## src/rtl/eth_fcs_append_ctrl_pkg.sv

```systemverilog
// Shared types and constants for the Ethernet FCS append controller.
// Holds the FSM state encoding, the output beat payload struct and the
// CRC-32 polynomial/initial value used by the CRC engine.
package eth_fcs_append_ctrl_pkg;

    localparam int unsigned DATA_W = 8;
    localparam int unsigned CRC_W  = 32;

    localparam logic [CRC_W-1:0] CRC32_POLY = 32'h04C11DB7;
    localparam logic [CRC_W-1:0] CRC32_INIT = 32'hFFFFFFFF;

    typedef enum logic [1:0] {
        ST_IDLE    = 2'd0,
        ST_PAYLOAD = 2'd1,
        ST_PAD     = 2'd2,
        ST_FCS     = 2'd3
    } state_t;

    // One output beat as held in the output register.
    typedef struct packed {
        logic [DATA_W-1:0] data;
        logic              last;
        logic              user;
    } beat_t;

endpackage

```

## src/rtl/eth_fcs_append_ctrl_if.sv

```systemverilog
// 8-bit AXI4-Stream byte channel used on both sides of the FCS append block.
// Signals: tdata (byte), tvalid, tready, tlast (end of frame), tuser (bad frame).
// Modports: master drives tdata/tvalid/tlast/tuser, slave drives tready.
interface eth_fcs_append_ctrl_if;
    import eth_fcs_append_ctrl_pkg::*;

    logic [DATA_W-1:0] tdata;
    logic              tvalid;
    logic              tready;
    logic              tlast;
    logic              tuser;

    modport master (
        output tdata,
        output tvalid,
        output tlast,
        output tuser,
        input  tready
    );

    modport slave (
        input  tdata,
        input  tvalid,
        input  tlast,
        input  tuser,
        output tready
    );

endinterface

```

## src/rtl/ve_lfsr.sv

```systemverilog
// Combinational LFSR/CRC step: advances state_in by DATA_WIDTH input bits.
// Ports: data_in (bits shifted in), state_in (current state),
//        state_out (state after all data bits).
// REVERSE=1 processes data LSB-first with a right-shifting (reflected) register;
// it is realised by bit-reversing around the forward, MSB-first core.
module ve_lfsr #(
    parameter int unsigned          LFSR_WIDTH        = 32,
    parameter logic [LFSR_WIDTH-1:0] LFSR_POLY        = 32'h04C11DB7,
    parameter string                LFSR_CONFIG       = "GALOIS",
    parameter bit                   LFSR_FEED_FORWARD = 1'b0,
    parameter bit                   REVERSE           = 1'b1,
    parameter int unsigned          DATA_WIDTH        = 8
) (
    input  logic [DATA_WIDTH-1:0] data_in,
    input  logic [LFSR_WIDTH-1:0] state_in,
    output logic [LFSR_WIDTH-1:0] state_out
);

    function automatic logic [LFSR_WIDTH-1:0] rev_state(input logic [LFSR_WIDTH-1:0] x);
        logic [LFSR_WIDTH-1:0] r;
        for (int k = 0; k < int'(LFSR_WIDTH); k++) begin
            r[k] = x[int'(LFSR_WIDTH) - 1 - k];
        end
        return r;
    endfunction

    function automatic logic [DATA_WIDTH-1:0] rev_data(input logic [DATA_WIDTH-1:0] x);
        logic [DATA_WIDTH-1:0] r;
        for (int k = 0; k < int'(DATA_WIDTH); k++) begin
            r[k] = x[int'(DATA_WIDTH) - 1 - k];
        end
        return r;
    endfunction

    logic [LFSR_WIDTH-1:0] st;
    logic [DATA_WIDTH-1:0] dv;
    logic                  tap;
    logic                  fb;

    // Bit-serial loop unrolled into one combinational step.
    always_comb begin
        st  = REVERSE ? rev_state(state_in) : state_in;
        dv  = REVERSE ? rev_data(data_in) : data_in;
        tap = 1'b0;
        fb  = 1'b0;
        for (int i = int'(DATA_WIDTH) - 1; i >= 0; i--) begin
            if (LFSR_CONFIG == "GALOIS") begin
                tap = st[LFSR_WIDTH-1];
            end else begin
                tap = ^(st & LFSR_POLY);
            end
            // Feed-forward mode keeps data out of the register (scrambler form).
            fb = LFSR_FEED_FORWARD ? tap : (tap ^ dv[i]);
            if (LFSR_CONFIG == "GALOIS") begin
                st = {st[LFSR_WIDTH-2:0], 1'b0} ^ (fb ? LFSR_POLY : '0);
            end else begin
                st = {st[LFSR_WIDTH-2:0], fb};
            end
        end
        state_out = REVERSE ? rev_state(st) : st;
    end

endmodule

```

## src/rtl/eth_fcs_append_ctrl.sv

```systemverilog
// Ethernet TX frame sequencer: passes payload bytes, optionally zero-pads
// short frames to MIN_FRAME_LENGTH (FCS included) and appends the CRC-32 FCS.
// Ports:
//   clk, rst     clock, synchronous active-high reset
//   s_axis       payload input (slave modport); tuser sampled with tlast
//   m_axis       framed output (master modport); tlast on final FCS byte,
//                tuser = bad-frame flag on that byte only
//   busy         high from first accepted byte until the tlast handshake
module eth_fcs_append_ctrl
    import eth_fcs_append_ctrl_pkg::*;
#(
    parameter bit          ENABLE_PADDING   = 1'b1,
    parameter int unsigned MIN_FRAME_LENGTH = 64
) (
    input  logic                         clk,
    input  logic                         rst,
    eth_fcs_append_ctrl_if.slave         s_axis,
    eth_fcs_append_ctrl_if.master        m_axis,
    output logic                         busy
);

    localparam int unsigned      CNT_W   = $clog2(MIN_FRAME_LENGTH) + 1;
    localparam logic [CNT_W-1:0] CNT_MAX = CNT_W'(MIN_FRAME_LENGTH - 4);

    state_t             state, state_next;
    logic [CRC_W-1:0]   crc_state, crc_next, crc_upd;
    logic [CRC_W-1:0]   fcs_reg, fcs_next;
    logic [CNT_W-1:0]   byte_cnt, cnt_next, cnt_inc;
    logic [1:0]         fcs_idx, idx_next;
    logic               bad_reg, bad_next;
    beat_t              out_q, out_next;
    logic               out_valid, valid_next;
    logic               busy_next;
    logic [DATA_W-1:0]  lfsr_data;
    logic               load, s_ready, s_fire, m_fire;

    // Output register may take a new beat when empty or being drained.
    assign load    = !out_valid || m_axis.tready;
    assign s_ready = !rst && load && (state == ST_IDLE || state == ST_PAYLOAD);
    assign s_fire  = s_axis.tvalid && s_ready;
    assign m_fire  = out_valid && m_axis.tready;

    assign s_axis.tready = s_ready;
    assign m_axis.tdata  = out_q.data;
    assign m_axis.tvalid = out_valid;
    assign m_axis.tlast  = out_q.last;
    assign m_axis.tuser  = out_q.user;

    // Pad beats feed zero bytes into the CRC.
    assign lfsr_data = (state == ST_PAD) ? '0 : s_axis.tdata;

    ve_lfsr #(
        .LFSR_WIDTH        (CRC_W),
        .LFSR_POLY         (CRC32_POLY),
        .LFSR_CONFIG       ("GALOIS"),
        .LFSR_FEED_FORWARD (1'b0),
        .REVERSE           (1'b1),
        .DATA_WIDTH        (DATA_W)
    ) u_crc (
        .data_in   (lfsr_data),
        .state_in  (crc_state),
        .state_out (crc_upd)
    );

    // State and datapath registers.
    always_ff @(posedge clk) begin
        if (rst) begin
            state     <= ST_IDLE;
            crc_state <= CRC32_INIT;
            fcs_reg   <= '0;
            byte_cnt  <= '0;
            fcs_idx   <= '0;
            bad_reg   <= 1'b0;
            out_q     <= '0;
            out_valid <= 1'b0;
            busy      <= 1'b0;
        end else begin
            state     <= state_next;
            crc_state <= crc_next;
            fcs_reg   <= fcs_next;
            byte_cnt  <= cnt_next;
            fcs_idx   <= idx_next;
            bad_reg   <= bad_next;
            out_q     <= out_next;
            out_valid <= valid_next;
            busy      <= busy_next;
        end
    end

    // Next-state and datapath update; nothing advances unless the output loads.
    always_comb begin
        state_next = state;
        crc_next   = crc_state;
        fcs_next   = fcs_reg;
        cnt_next   = byte_cnt;
        idx_next   = fcs_idx;
        bad_next   = bad_reg;
        out_next   = out_q;
        valid_next = out_valid;
        busy_next  = busy;
        cnt_inc    = (byte_cnt == CNT_MAX) ? byte_cnt : byte_cnt + CNT_W'(1);

        if (load) begin
            valid_next    = 1'b0;
            out_next.last = 1'b0;
            out_next.user = 1'b0;
        end

        // A new frame starting in the tlast-handshake cycle keeps busy high.
        if (s_fire) begin
            busy_next = 1'b1;
        end else if (m_fire && out_q.last) begin
            busy_next = 1'b0;
        end

        case (state)
            ST_IDLE, ST_PAYLOAD: begin
                if (s_fire) begin
                    out_next.data = s_axis.tdata;
                    valid_next    = 1'b1;
                    crc_next      = crc_upd;
                    cnt_next      = cnt_inc;
                    state_next    = ST_PAYLOAD;
                    if (s_axis.tlast) begin
                        bad_next = s_axis.tuser;
                        if (ENABLE_PADDING && ((byte_cnt + CNT_W'(1)) < CNT_MAX)) begin
                            state_next = ST_PAD;
                        end else begin
                            state_next = ST_FCS;
                            idx_next   = '0;
                            fcs_next   = ~crc_upd;
                        end
                    end
                end
            end
            ST_PAD: begin
                if (load) begin
                    out_next.data = '0;
                    valid_next    = 1'b1;
                    crc_next      = crc_upd;
                    cnt_next      = cnt_inc;
                    if ((byte_cnt + CNT_W'(1)) == CNT_MAX) begin
                        state_next = ST_FCS;
                        idx_next   = '0;
                        fcs_next   = ~crc_upd;
                    end
                end
            end
            ST_FCS: begin
                if (load) begin
                    out_next.data = fcs_reg[{fcs_idx, 3'b000} +: DATA_W];
                    valid_next    = 1'b1;
                    if (fcs_idx == 2'd3) begin
                        out_next.last = 1'b1;
                        out_next.user = bad_reg;
                        crc_next      = CRC32_INIT;
                        cnt_next      = '0;
                        state_next    = ST_IDLE;
                    end else begin
                        idx_next = fcs_idx + 2'd1;
                    end
                end
            end
            default: begin
                state_next = ST_IDLE;
            end
        endcase
    end

endmodule

```

## src/flat_wrapper.sv

```systemverilog
// flat-port wrapper written by rule: the top's interface ports become plain ports
module eth_fcs_append_ctrl_flat import eth_fcs_append_ctrl_pkg::*;
#(
    parameter bit          ENABLE_PADDING   = 1'b1,
    parameter int unsigned MIN_FRAME_LENGTH = 64
)
  (clk, rst, busy, s_axis_tdata, s_axis_tvalid, s_axis_tlast, s_axis_tuser, s_axis_tready, m_axis_tdata, m_axis_tvalid, m_axis_tlast, m_axis_tuser, m_axis_tready);
  eth_fcs_append_ctrl_if s_axis_i ();
  eth_fcs_append_ctrl_if m_axis_i ();
  input  logic clk;
  input  logic rst;
  output logic busy;
  input wire logic [$bits(s_axis_i.tdata)-1:0] s_axis_tdata;
  input wire logic [$bits(s_axis_i.tvalid)-1:0] s_axis_tvalid;
  input wire logic [$bits(s_axis_i.tlast)-1:0] s_axis_tlast;
  input wire logic [$bits(s_axis_i.tuser)-1:0] s_axis_tuser;
  output wire logic [$bits(s_axis_i.tready)-1:0] s_axis_tready;
  output wire logic [$bits(m_axis_i.tdata)-1:0] m_axis_tdata;
  output wire logic [$bits(m_axis_i.tvalid)-1:0] m_axis_tvalid;
  output wire logic [$bits(m_axis_i.tlast)-1:0] m_axis_tlast;
  output wire logic [$bits(m_axis_i.tuser)-1:0] m_axis_tuser;
  input wire logic [$bits(m_axis_i.tready)-1:0] m_axis_tready;
  assign s_axis_i.tdata = s_axis_tdata;
  assign s_axis_i.tvalid = s_axis_tvalid;
  assign s_axis_i.tlast = s_axis_tlast;
  assign s_axis_i.tuser = s_axis_tuser;
  assign s_axis_tready = s_axis_i.tready;
  assign m_axis_tdata = m_axis_i.tdata;
  assign m_axis_tvalid = m_axis_i.tvalid;
  assign m_axis_tlast = m_axis_i.tlast;
  assign m_axis_tuser = m_axis_i.tuser;
  assign m_axis_i.tready = m_axis_tready;
  eth_fcs_append_ctrl #(.ENABLE_PADDING(ENABLE_PADDING), .MIN_FRAME_LENGTH(MIN_FRAME_LENGTH)) u_core (.clk(clk), .rst(rst), .s_axis(s_axis_i), .m_axis(m_axis_i), .busy(busy));
endmodule
```

## config.mk

```make
export PLATFORM = sky130hd
export DESIGN_NAME = eth_fcs_append_ctrl_flat
export DESIGN_NICKNAME = d
export VERILOG_FILES = /design/src/rtl/eth_fcs_append_ctrl_pkg.sv /design/src/rtl/eth_fcs_append_ctrl_if.sv /design/src/rtl/ve_lfsr.sv /design/src/rtl/eth_fcs_append_ctrl.sv /design/src/flat_wrapper.sv
export SDC_FILE = /design/constraint.sdc
export NUM_CORES = 1
export LEC_CHECK = 0
export ABC_CLOCK_PERIOD_IN_PS = 3100
export BUFFER_PORTS_ARGS = -buffer_cell sky130_fd_sc_hd__buf_2
export CORE_MARGIN = 2
export CORE_UTILIZATION = 50
export CTS_CLUSTER_DIAMETER = 40
export DETAILED_ROUTE_END_ITERATION = 6
export GPL_TIMING_DRIVEN = 0
export MAX_ROUTING_LAYER = met4
export PLACE_DENSITY = 0.73
export SYNTH_ARGS = -nofsm -noshare
export SYNTH_HDL_FRONTEND = slang
export SYNTH_HIERARCHICAL = 1
export SYNTH_SLANG_ARGS = --single-unit
```

## constraint.sdc

```tcl
create_clock -name clk -period 3.1 [get_ports clk]
set_input_delay 0.62 -clock clk [delete_from_list [all_inputs] [get_ports clk]]
set_output_delay 0.62 -clock clk [all_outputs]
set_load 0.01 [all_outputs]
```

# [After elaboration in Yosys (flattened, before gate mapping)]
# Index checks and enable logic that the tools add are counted.
# Widths: inputs -> output; s select.
[totals] ff_bits=88 output_inout_bits=13 elab_cells=121
[op_classes] n_addsub=2 order_cmp=1 eq_ne=14 shifts=1 muxes=55 bitwise=17 n_reduce_logical=20
[op_table] operator="$mux 32" n=9
[op_table] operator="$xor 32x27->32" n=7
[op_table] operator="$mux 27" n=8
[op_table] operator="$pmux 32 s3" n=1
[op_table] operator="$pmux 32 s2" n=1
[op_table] operator="$mux 7" n=5
[op_table] operator="$mux 2" n=16
[op_table] operator="$not 32->32" n=1
[op_table] operator="$shiftx 32x6->8" n=1
[op_table] operator="$xor 32x32->32" n=1
[op_table] operator="$mux 8" n=3
[op_table] operator="$pmux 8 s3" n=1
[op_table] operator="$pmux 7 s3" n=1
[op_table] operator="$eq 7x6->1 const B" n=2
[op_table] operator="$pmux 2 s3" n=2
[op_table] operator="$mux 10" n=1
[op_table] operator="$ne 2x1->1 const B" n=4
[op_table] operator="$ne 2x2->1 const B" n=4
[op_table] operator="$xor 1x1->1" n=8
[op_table] operator="$add 7x1->7 const B" n=1
[op_table] operator="$lt 7x6->1 const B" n=1
[op_table] operator="$reduce_and 7->1" n=1
[op_table] operator="$eq 2x2->1 const B" n=3
[op_table] operator="$mux 1" n=6
[op_table] operator="13 further kinds" n=22

# [Depth between registers and ports, before layout]
# Gate-level depths: netlist (run 1).
[depth] ltp_word=31 mapped_depth=9

# [Cells and area by module]
# The synthesis (run 1) kept the hierarchy.
[by_module_without_submodules] mod="eth_fcs_append_ctrl" n_inst=1 cells_each=426 area_per_inst_um2=4042.6 seq_area_each_um2=1761.7
[by_module_without_submodules] mod="ve_lfsr" n_inst=1 cells_each=73 area_per_inst_um2=842.1 seq_area_each_um2=0.0

# [Least setup slack after synthesis (run 1)]
# OpenSTA, ideal clock, no wires.
[synth_path] kind="input to register" from="input port s_axis_tdata[4]" to="register u_core.fcs_reg[20]" setup_ps=95 arrival_time_ps=2268 t_required_ps=3005 setup_slack_ps=736 cell_stages=7 path_cell_list="and2_1 > xnor2_4 > xor2_2 > xnor3_2 > xnor2_1 > and2_1 > a221oi_1"
[synth_between] elab_chain_cells=12 elab_cells_between_ends=14 cone_classes="mux: 8; bitwise: 6"
[synth_lines] item="start: declaration" line_no="flat_wrapper.sv:13" source="input wire logic [$bits(s_axis_i.tdata)-1:0] s_axis_tdata;"
[synth_lines] item="$mux 8 (*)" line_no="eth_fcs_append_ctrl.sv:50" source="assign lfsr_data = (state == ST_PAD) ? '0 : s_axis.tdata;"
[synth_lines] item="$xor 1x1->1 (*)" line_no="ve_lfsr.sv:53" source="fb = LFSR_FEED_FORWARD ? tap : (tap ^ dv[i]);"
[synth_lines] item="$mux 27 (*)" line_no="ve_lfsr.sv:55" source="st = {st[LFSR_WIDTH-2:0], 1'b0} ^ (fb ? LFSR_POLY : '0);"
[synth_lines] item="$xor 32x27->32 (*) (2 in series)" line_no="ve_lfsr.sv:55"
[synth_lines] item="$xor 32x32->32 (*)" line_no="ve_lfsr.sv:55"
[synth_lines] item="$xor 32x27->32 (*)" line_no="ve_lfsr.sv:55"
[synth_lines] item="net u_core.crc_upd[20]" line_no="eth_fcs_append_ctrl.sv:26" source="logic [CRC_W-1:0] crc_state, crc_next, crc_upd;"
[synth_lines] item="$not 32->32 (*)" line_no="eth_fcs_append_ctrl.sv:131, eth_fcs_append_ctrl.sv:145"
[synth_lines] item="$mux 32" line_no="eth_fcs_append_ctrl.sv:126" source="if (ENABLE_PADDING && ((byte_cnt + CNT_W'(1)) < CNT_MAX)) begin"
[synth_lines] item="$mux 32" line_no="eth_fcs_append_ctrl.sv:124" source="if (s_axis.tlast) begin"
[synth_lines] item="$mux 32" line_no="eth_fcs_append_ctrl.sv:118" source="if (s_fire) begin"
[synth_lines] item="$pmux 32 s2 (*)" line_no="eth_fcs_append_ctrl.sv:116" source="case (state)"
[synth_lines] item="end signal: assignment" line_no="eth_fcs_append_ctrl.sv:80" source="fcs_reg <= fcs_next;"
[synth_lines] item="end: declaration" line_no="eth_fcs_append_ctrl.sv:27" source="logic [CRC_W-1:0] fcs_reg, fcs_next;"
# Mark *: on every way through the listed nets, which the timed path passes. The rest lies on a longest branch. The select of a mux whose other input is x is not followed.
# A chain may end at the register's enable or synchronous reset.

# [Worst setup path in the final report (run 1)]
[layout_path] from="register u_core.state[1]" to="register u_core.fcs_reg[18]"
[layout_between] elab_chain_cells=19 elab_cells_between_ends=42 cone_classes="eq/ne: 7; mux: 13; bitwise: 15; reduce/logical: 7"
[layout_lines] item="start: declaration" line_no="eth_fcs_append_ctrl.sv:25" source="state_t state, state_next;"
[layout_lines] item="start signal: assignment" line_no="eth_fcs_append_ctrl.sv:78" source="state <= state_next;"
[layout_lines] item="$eq 2x2->1 (*)" line_no="eth_fcs_append_ctrl.sv:50"
[layout_lines] item="$mux 8 (*)" line_no="eth_fcs_append_ctrl.sv:50"
[layout_lines] item="net u_core.lfsr_data[0]" line_no="eth_fcs_append_ctrl.sv:34" source="logic [DATA_W-1:0] lfsr_data;"
[layout_lines] item="$xor 1x1->1 (*)" line_no="ve_lfsr.sv:53"
[layout_lines] item="$mux 27 (*)" line_no="ve_lfsr.sv:55"
[layout_lines] item="$xor 32x27->32 (*) (6 in series)" line_no="ve_lfsr.sv:55"
[layout_lines] item="$xor 1x1->1 (*)" line_no="ve_lfsr.sv:53"
[layout_lines] item="$mux 27 (*)" line_no="ve_lfsr.sv:55"
[layout_lines] item="$xor 32x32->32 (*)" line_no="ve_lfsr.sv:55"
[layout_lines] item="$xor 32x27->32 (*)" line_no="ve_lfsr.sv:55"
[layout_lines] item="net u_core.crc_upd[18]" line_no="eth_fcs_append_ctrl.sv:26"
[layout_lines] item="$not 32->32 (*)" line_no="eth_fcs_append_ctrl.sv:131, eth_fcs_append_ctrl.sv:145"
[layout_lines] item="$mux 32" line_no="eth_fcs_append_ctrl.sv:126"
[layout_lines] item="$mux 32" line_no="eth_fcs_append_ctrl.sv:124"
[layout_lines] item="$mux 32" line_no="eth_fcs_append_ctrl.sv:118"
[layout_lines] item="$pmux 32 s2 (*)" line_no="eth_fcs_append_ctrl.sv:116"
# Marks and branches as above.

==> results of run 1 <==
kinds of logic after synthesis:
group / Yosys count
AND/OR/NAND/NOR: 136
AO/OA/AOI/OAI: 116
flip-flops: 88
buffers and inverters: 75
XOR/XNOR: 72
multiplexers: 9
adder cells (fa/ha/maj): 3
cells in the final DEF, fill, tap and decap left out, types with 11 or more instances in the layout:
cell	instances
dfxtp_1	88
xnor2_1	48
and2_1	44
nand2_1	44
inv_1	38
o22ai_1	32
a221oi_2	31
buf_2	28
clkbuf_1	21
nor2_1	20
a21oi_1	11
worst max-delay path: stages (launching register included):
cell and delay (ps):
dfxtp_1 340, buf_6 120, nand2b_1 220, and2_1 290
xnor2_2 410, xnor3_1 650, xnor2_2 230, xnor2_1 290
and2_1 190, a221oi_2 50
routing by layer:
layer	up-vias	share of wire
met2	117	0.48
met3	17	0.048
li1	1832	-
met4	0	0.015
met5	-	0
met1	1845	0.46
worst max-delay path by stage:
stage                                            start                         endpoint  slack [ps]
final                     u_core/state[1]$_SDFFE_PP0P_  u_core/fcs_reg[18]$_SDFFE_PP0P_         180
after global routing      u_core/state[1]$_SDFFE_PP0P_  u_core/fcs_reg[18]$_SDFFE_PP0P_          70
after CTS                 u_core/state[1]$_SDFFE_PP0P_  u_core/fcs_reg[21]$_SDFFE_PP0P_         210
after detailed placement  u_core/state[1]$_SDFFE_PP0P_  u_core/fcs_reg[18]$_SDFFE_PP0P_         240
after global placement    u_core/state[1]$_SDFFE_PP0P_  u_core/fcs_reg[18]$_SDFFE_PP0P_         280
after floorplan                        s_axis_tdata[4]  u_core/fcs_reg[20]$_SDFFE_PP0P_         740
area by class of cell:
cell class | instances | share of cell area
flip-flops and latches | 88 | 0.326
repair buffers | 26 | 0.0241
plain buffers | 36 | 0.0333
clock buffers | 9 | 0.0229
multi-input cells | 336 | 0.517
clock inverters | 7 | 0.0187
well taps | 133 | 0.0308
inverters | 39 | 0.0271
cell usage after synthesis, types with 2 or more instances:
master and count:
nand4_1 6, or4_1 3, clkbuf_1 21, a22oi_1 9, a31oi_1 4, o21a_1 3
o2111ai_1 2, nor3_1 6, a211oi_1 8, xnor2_4 5, nand2b_1 3, xor2_1 8
buf_6 5, inv_1 38, a221oi_1 2, o21ai_0 4, xnor2_2 6, mux4_2 8
or3_1 2, o22ai_1 32, a221oi_2 31, and2_1 44, dfxtp_1 88, nand3_1 4
nor2b_1 2, nor2_1 20, a21oi_1 11, o21ai_1 2, nand2_1 44, ha_1 3
buf_1 6, buf_2 2, xnor2_1 48
power breakdown:
part | switching, mW | internal (mW)
sequential | 0.131 | 1.29
clock | 0.449 | 0.462
combinational | 1.33 | 1.07
==> out/qor.csv, run 1 <==
metric;value;unit
io_pins;27;
worstSetupPathType;flip-flop to flip-flop;
cts.sinks;88;
multiInputGateArea;2800;sq um
wl_per_cell;17.7;microns
whs_path_depth;1;
grt_max_degree;17;
grt_setup_unrepaired;false;
cts_hold_buf;0;
p_leak;1.82;nW
cts_buffers;9;
ir_worst_vdd;0.000441;V
fp.dieH;103;microns
dp.cells;658;
dieArea;10600;sq um
drt_iter0_markers;195;
synth-edff-count;0;
grt_pass1_wl;18200;microns
gr-total-overflow;0;
final_cells;674;
post-route-util;0.561;
syn-num-nets;516;
yosys_warnings;6;
synth_top_family_by_area;compound AO/OA/AOI/OAI gates;
yosysTopAreaCellShare;0.361;
setup-tns-final;0;ps
ys_top_cells_by_area;dfxtp_1 (36%), a221oi_2 (9.5%), xnor2_1 (8.6%);
via_count;3811;
stdcell_area;5410;sq um
hold_start;u_core/busy$_SDFFE_PP0P_;
groute.usage.overall;0.238;
clock.fmax;0.342;GHz
hold_ws;463;ps
post_synth_xor_area_fraction;0.172;
synthAdderAreaFrac;0.00768;
diodes;0;
hold_class;flip-flop to flip-flop;
path_max_fanout;10;
clk_latency;370;ps
synth.avg_cell_area;9.79;sq um
die_w;103;microns
rr_endpoint;u_core/fcs_reg[18]$_SDFFE_PP0P_;
initial_core_util;0.507;
synth_seq_cells;88;
yosysSeqAreaShare;0.361;
drt_pass1_iterations;5;
drive_gt1_frac;0.198;
gr-usage-met3;0.0420;
post-place-ws;239;ps
synth.area.mux_share;0.0389;
finalWorstSetupSlack;175;ps
cp.arrival;3160;ps
routed_wirelength;11900;microns
fin_nets;553;
syn_inst;499;
p_total;4.74;mW
end_kind;flip-flop;
syn-cell-area;4880;sq um
min_period_over_period;0.943;
clockBufferDepth;2;
worstMarginPinSlew;816;ps
area_growth;10.7;%
relSlewSlack;0.456;
seqCellArea;1760;sq um
synth_top_flop_cell;dfxtp_1;
powerDensity;877;nW/um^2
post-route-min-period;2920;ps
status;finished, final reports clean;
post-cts-setup-buffer-count;0;
met2_usage;0.365;
maxCapViolCount;0;
place_area;5180;sq um
core;9640;sq um
synthSimpleGateAreaFrac;0.140;
antenna_found_initial;0;
ant_nets;0;
synth_cell_types;52;
grt_pass1_vias;3430;
drv_slew;0;
fill_cells;908;
start_kind;flip-flop;
drc;0;
rows;36;
top_usage_layer;met2;
use_met1;0.318;
cts_tree;built;
cp.required;3330;ps
clk_pin_slew_worst_paths;100;ps
synth_compound_area_frac;0.214;
r2r_start;u_core/state[1]$_SDFFE_PP0P_;
hold_viol_final;0;
vias_per_cell;5.65;
cts_resized;0;
holdPathEnd;u_core/busy$_SDFFE_PP0P_;
ff2ff_path_depth;9;
port_buffers;26;
fin_skew;17.3;ps
setup_viol;0;
root_buffer;clkbuf_8;
synthArstFlopShare;0;
htree_levels;3;
dp_hpwl;8970;microns
yosys.area.top_type;dfxtp_1;
place_congestion;0.921;
rrSetupSlack;180;ps
Note: power is estimated with default switching activity, not from simulation.
==> inputs of run 2 (changes only) <==
--- a/config.mk
+++ b/config.mk
@@ -7,14 +7,17 @@
 export LEC_CHECK = 0
 export ABC_CLOCK_PERIOD_IN_PS = 3100
 export BUFFER_PORTS_ARGS = -buffer_cell sky130_fd_sc_hd__buf_2
+export CELL_PAD_IN_SITES_DETAIL_PLACEMENT = 0
+export CELL_PAD_IN_SITES_GLOBAL_PLACEMENT = 2
 export CORE_MARGIN = 2
-export CORE_UTILIZATION = 50
+export CORE_UTILIZATION = 40
 export CTS_CLUSTER_DIAMETER = 40
 export DETAILED_ROUTE_END_ITERATION = 6
 export GPL_TIMING_DRIVEN = 0
 export MAX_ROUTING_LAYER = met4
-export PLACE_DENSITY = 0.73
+export PLACE_DENSITY = 0.86
 export SYNTH_ARGS = -nofsm -noshare
 export SYNTH_HDL_FRONTEND = slang
 export SYNTH_HIERARCHICAL = 1
 export SYNTH_SLANG_ARGS = --single-unit
+export TNS_END_PERCENT = 30
==> run 2 against run 1 <==
Effect of this change:
- clock skew decreased by 9.4 ps
- clock power is 12% higher
- utilization decreased by 10 points
- critical path depth is the same
==> out/qor.csv, run 2 (synthesis results as in run 1) <==
metric;value;unit;change
post-route-min-period;2950;ps;was 2920 ps
place_congestion;0.841;;was 0.921
drc;0;;unchanged
drv_slew;0;;unchanged
drt_pass1_iterations;4;;was 5
ant_nets;0;;unchanged
hold_viol_final;0;;unchanged
post-route-util;0.459;;was 0.561
clk_latency;350;ps;was 370 ps
gr-total-overflow;0;;unchanged
maxCapViolCount;0;;unchanged
initial_core_util;0.408;;was 0.507
end_kind;flip-flop;;unchanged
cpMaxStageDelayCell;xnor2_4;;was xnor3_1
worstMarginPinSlew;823;ps;was 816 ps
htree_levels;3;;unchanged
p_leak;1.84;nW;was 1.82 nW
hold_class;flip-flop to flip-flop;;unchanged
setup-tns-final;0;ps;unchanged
ir_worst_vdd;0.000580;V;was 0.000441 V
final_common_cell;dfxtp_1;;unchanged
die_w;115;microns;was 103 microns
status;finished, final reports clean;;unchanged
p_total;4.93;mW;was 4.74 mW
rows;40;;was 36
critical_path.top_delay_family;XOR/XNOR gates;;unchanged
drt_iter0_markers;230;;was 195
cts_resized;0;;unchanged
fin_nets;553;;unchanged
ff2ff_path_depth;9;;unchanged
rr_endpoint;u_core/fcs_reg[20]$_SDFFE_PP0P_;;was u_core/fcs_reg[18]$_SDFFE_PP0P_
path_max_fanout;10;;unchanged
area_growth;12.3;%;was 10.7%
vias_per_cell;5.41;;was 5.65
clock.fmax;0.339;GHz;was 0.342 GHz
diodes;0;;unchanged
whs_path_depth;2;;was 1
fin_skew;7.92;ps;was 17.3 ps
min_period_over_period;0.952;;was 0.943
cts.sinks;88;;unchanged
post-cts-setup-buffer-count;0;;unchanged
dieArea;13100;sq um;was 10600 sq um
clk_pin_slew_worst_paths;60;ps;was 100 ps
worstSetupPathType;flip-flop to flip-flop;;unchanged
cts_hold_buf;0;;unchanged
powerDensity;899;nW/um^2;was 877 nW/um^2
rrSetupSlack;150;ps;was 180 ps
hold_start;u_core/fcs_reg[16]$_SDFFE_PP0P_;;was u_core/busy$_SDFFE_PP0P_
cts_buffers;9;;unchanged
grt_setup_unrepaired;false;;unchanged
port_buffers;26;;unchanged
groute.usage.overall;0.213;;was 0.238
wl_per_cell;18.8;microns;was 17.7 microns
routed_wirelength;12900;microns;was 11900 microns
path_cells;buf_6 -> nand2b_1 -> and2_1 -> xnor2_4 -> xnor2_4 -> xnor3_2 -> xnor2_1 -> and2_1 -> a221oi_1;;was buf_6 -> nand2b_1 -> and2_1 -> xnor2_2 -> xnor3_1 -> xnor2_2 -> xnor2_1 -> and2_1 -> a221oi_2
antenna_found_initial;0;;unchanged
grt_max_degree;15;;was 17
cts_tree;built;;unchanged
cp.required;3290;ps;was 3330 ps
r2r_start;u_core/state[1]$_SDFFE_PP0P_;;unchanged
cp_slowest_stage_delay;460;ps;was 650 ps
clockBufferDepth;2;;unchanged
drive_gt1_frac;0.196;;was 0.198
dp_hpwl;9720;microns;was 8970 microns
holdPathEnd;u_core/fcs_reg[16]$_SDFFE_PP0P_;;was u_core/busy$_SDFFE_PP0P_
fp.dieH;115;microns;was 103 microns
grt_pass1_wl;20300;microns;was 18200 microns
core;12000;sq um;was 9640 sq um
cp.arrival;3140;ps;was 3160 ps
via_count;3723;;was 3811
path_buf_inv;1;;unchanged
grt_pass1_vias;3561;;was 3430
setup_viol;0;;unchanged
root_buffer;clkbuf_16;;was clkbuf_8
start_kind;flip-flop;;unchanged
io_pins;27;;unchanged
final_cell_mix;dfxtp_1 (88), xnor2_1 (48), and2_1 (44), nand2_1 (44), inv_1 (38);;unchanged
crit_path_start;u_core/state[1]$_SDFFE_PP0P_;;unchanged
relSlewSlack;0.451;;was 0.456
[run 2: area by class of cell]
type	instances	area (sq um)
Inverter	39	146
Clock inverter	5	32.5
Timing Repair Buffer	26	130
Sequential cell	88	1760
Clock buffer	11	243
Multi-Input combinational cell	336	2810
Tap cell	147	184
Buffer	36	180
Fill cell	1153	6480
[run 2: layer usage]
layer / vias up / global-route usage / wire [microns] / part of all wire
met4: 0 / 0.0545 / 142 / 0.011
met3: 11 / 0.0429 / 602 / 0.047
li1: 1839 / - / - / -
met1: 1784 / 0.286 / 6100 / 0.47
met2: 89 / 0.328 / 6070 / 0.47
met5: - / - / 0 / 0
[run 2: report_power, final]
| group | internal, mW | total (mW) | switching [mW] |
|---|---|---|---|
| Clock | 0.562 | 1.02 | 0.456 |
| Combinational | 1.08 | 2.49 | 1.41 |
| Sequential | 1.30 | 1.43 | 0.133 |
[run 2: stage by stage]
stage | hold slack, ps | area (sq um) | cells | setup slack, ps
6_report | 462 | 5490 | 688 | 149
3_3_place_gp | 448 | 5200 | 672 | 79.0
3_5_place_dp | 452 | 5200 | 672 | 97.4
2_1_floorplan | 439 | 4880 | 499 | 736
5_1_grt | 478 | 5490 | 688 | 9.93
4_1_cts | 461 | 5470 | 688 | 73.8
[run 2: tightest hold or removal path: stages, from the launching register on]
cell and delay [ps]:
dfxtp_1 310, inv_1 60, a221oi_2 50
[run 2: worst max path at each step]
stage,end,slack (ps),depth (start not counted)
after floorplan,u_core/fcs_reg[20]$_SDFFE_PP0P_,740,7
after global placement,u_core/fcs_reg[18]$_SDFFE_PP0P_,80,9
after detailed placement,u_core/fcs_reg[18]$_SDFFE_PP0P_,100,9
after CTS,u_core/fcs_reg[18]$_SDFFE_PP0P_,70,9
after global routing,u_core/fcs_reg[20]$_SDFFE_PP0P_,10,9
final,u_core/fcs_reg[20]$_SDFFE_PP0P_,150,9
==> inputs of run 3 (changes only) <==
--- a/config.mk
+++ b/config.mk
@@ -6,16 +6,16 @@
 export NUM_CORES = 1
 export LEC_CHECK = 0
 export ABC_CLOCK_PERIOD_IN_PS = 3100
-export BUFFER_PORTS_ARGS = -buffer_cell sky130_fd_sc_hd__buf_2
 export CELL_PAD_IN_SITES_DETAIL_PLACEMENT = 0
 export CELL_PAD_IN_SITES_GLOBAL_PLACEMENT = 2
 export CORE_MARGIN = 2
-export CORE_UTILIZATION = 40
+export CORE_UTILIZATION = 41
 export CTS_CLUSTER_DIAMETER = 40
 export DETAILED_ROUTE_END_ITERATION = 6
+export DONT_BUFFER_PORTS = 1
 export GPL_TIMING_DRIVEN = 0
 export MAX_ROUTING_LAYER = met4
-export PLACE_DENSITY = 0.86
+export PLACE_DENSITY = 0.85
 export SYNTH_ARGS = -nofsm -noshare
 export SYNTH_HDL_FRONTEND = slang
 export SYNTH_HIERARCHICAL = 1
==> run 3 against run 2 <==
Effect of this change:
- the flow now finishes with violations (design-rule violations)
- final cell count down 4.5%
- via count shrank 2.6%
- setup slack got worse by 43 ps
- utilization increased by 0.98 points
- combinational power fell by 2%
- die area shrank 2.4%
- power up 2.5%
- clock skew up 1.6 ps
- routed wire length rose by 0.85%
- critical path type unchanged
==> out/qor.csv, run 3 (synthesis results as in run 1) <==
metric;value;unit;change
final_cell_mix;dfxtp_1 (88), xnor2_1 (47), and2_1 (44), nand2_1 (44), inv_1 (38);;was dfxtp_1 (88), xnor2_1 (48), and2_1 (44), nand2_1 (44), inv_1 (38)
stdcell_area;5390;sq um;was 5490 sq um
cp.arrival;3180;ps;was 3140 ps
fp.dieH;113;microns;was 115 microns
grt_setup_unrepaired;false;;unchanged
drive_gt1_frac;0.156;;was 0.196
die_w;113;microns;was 115 microns
cpMaxStageDelayCell;xnor3_1;;was xnor2_4
antenna_found_initial;0;;unchanged
diodes;0;;unchanged
wl_per_cell;19.8;microns;was 18.8 microns
powerDensity;937;nW/um^2;was 899 nW/um^2
final_common_cell;dfxtp_1;;unchanged
path_cells;buf_6 -> nand2b_1 -> and2_1 -> xnor2_4 -> xnor3_1 -> xnor2_2 -> xnor2_1 -> and2_1 -> a221oi_2;;was buf_6 -> nand2b_1 -> and2_1 -> xnor2_4 -> xnor2_4 -> xnor3_2 -> xnor2_1 -> and2_1 -> a221oi_1
vias_per_cell;5.52;;was 5.41
status;finished with violations;;was finished, final reports clean
gr-total-overflow;0;;unchanged
drt_iter0_markers;256;;was 230
fill_cells;1119;;was 1153
area_growth;10.4;%;was 12.3%
finalWorstSetupSlack;106;ps;was 149 ps
drt_pass1_iterations;6;;was 4
htree_levels;3;;unchanged
worstMarginPinSlew;887;ps;was 823 ps
post-route-min-period;2990;ps;was 2950 ps
failed_checks;design-rule violations;;
grt_pass1_vias;3578;;was 3561
post-route-util;0.468;;was 0.459
cp.required;3290;ps;about the same
min_period_over_period;0.966;;was 0.952
setup_viol;0;;unchanged
grt_pass1_wl;20800;microns;was 20300 microns
hold_class;input pin to flip-flop;;was flip-flop to flip-flop
end_kind;flip-flop;;unchanged
post-cts-setup-buffer-count;0;;unchanged
initial_core_util;0.424;;was 0.408
seqCellArea;1760;sq um;unchanged
core;11500;sq um;was 12000 sq um
path_max_fanout;10;;unchanged
dp_hpwl;9500;microns;was 9720 microns
cts_tree;built;;unchanged
drc;3;;was 0
hold_viol_final;0;;unchanged
cts_resized;0;;unchanged
rows;39;;was 40
relSlewSlack;0.409;;was 0.451
p_total;5.06;mW;was 4.93 mW
crit_path_frequent_cell;and2_1;;
clockBufferDepth;2;;unchanged
fin_skew;9.51;ps;was 7.92 ps
path_buf_inv;1;;unchanged
port_buffers;0;;was 26
fin_nets;527;;was 553
worstSetupPathType;flip-flop to flip-flop;;unchanged
clock.fmax;0.334;GHz;was 0.339 GHz
groute.usage.overall;0.219;;was 0.213
start_kind;flip-flop;;unchanged
clk_latency;350;ps;about the same
cts_hold_buf;0;;unchanged
maxCapViolCount;0;;unchanged
place_area;5060;sq um;was 5200 sq um
ant_nets;0;;unchanged
clk_pin_slew_worst_paths;70;ps;was 60 ps
io_pins;27;;unchanged
cts.sinks;88;;unchanged
ir_worst_vdd;0.000635;V;was 0.000580 V
dieArea;12800;sq um;was 13100 sq um
root_buffer;clkbuf_16;;unchanged
cts_buffers;9;;unchanged
grt_max_degree;15;;unchanged
setup-tns-final;0;ps;unchanged
routed_wirelength;13000;microns;was 12900 microns
p_leak;1.76;nW;was 1.84 nW
critical_path.top_delay_family;XOR/XNOR gates;;unchanged
via_count;3626;;was 3723
place_congestion;0.854;;was 0.841
post-place-ws;48.7;ps;was 97.4 ps
cp_slowest_stage_delay;590;ps;was 460 ps
multiInputGateArea;2820;sq um;was 2810 sq um
drv_slew;0;;unchanged
run 3: stage by stage:
step,hold slack [ps],cells
5_1_grt,423,657
6_report,412,657
4_1_cts,409,657
3_3_place_gp,447,642
3_5_place_dp,450,642
2_1_floorplan,439,499
run 3: layer usage:
metal / track usage / part of all wire / wire length, microns / up-vias
met4: 0.0797 / 0.021 / 274 / 0
met3: 0.0332 / 0.038 / 496 / 21
met1: 0.305 / 0.49 / 6430 / 1742
met5: - / 0 / 0 / -
met2: 0.324 / 0.45 / 5830 / 71
li1: - / - / - / 1792
run 3: path summary, 6_finish.rpt:
path | startpoint | depth (start not counted) | slack, ps | to
worst max-delay path | u_core/state[1]$_SDFFE_PP0P_ | 9 | 110 | u_core/fcs_reg[18]$_SDFFE_PP0P_
worst min-delay path | s_axis_tvalid | 2 | 410 | u_core/m_axis.tvalid$_SDFF_PP0_
worst max register to register | u_core/state[1]$_SDFFE_PP0P_ | 9 | 110 | u_core/fcs_reg[18]$_SDFFE_PP0P_
worst min register to register | u_core/fcs_reg[13]$_SDFFE_PP0P_ | 2 | 460 | u_core/fcs_reg[13]$_SDFFE_PP0P_
run 3: final cells by class:
cell class | count | area share
multi-input combinational | 336 | 0.522
sequential | 88 | 0.327
clock buffer | 10 | 0.0424
buffer | 36 | 0.0334
tap | 143 | 0.0332
inverter | 39 | 0.0271
clock inverter | 5 | 0.0153
run 3: where the power goes:
| part | leakage, nW | switching (mW) | internal, mW |
|---|---|---|---|
| combinational | 0.888 | 1.37 | 1.08 |
| sequential | 0.717 | 0.141 | 1.30 |
| clock | 0.153 | 0.470 | 0.704 |
run 3: worst register-to-register path: stages (launching register included):
cell	delay (ps)
dfxtp_1	330
buf_6	130
nand2b_1	230
and2_1	340
xnor2_4	350
xnor3_1	600
xnor2_2	210
xnor2_1	370
and2_1	220
a221oi_2	60
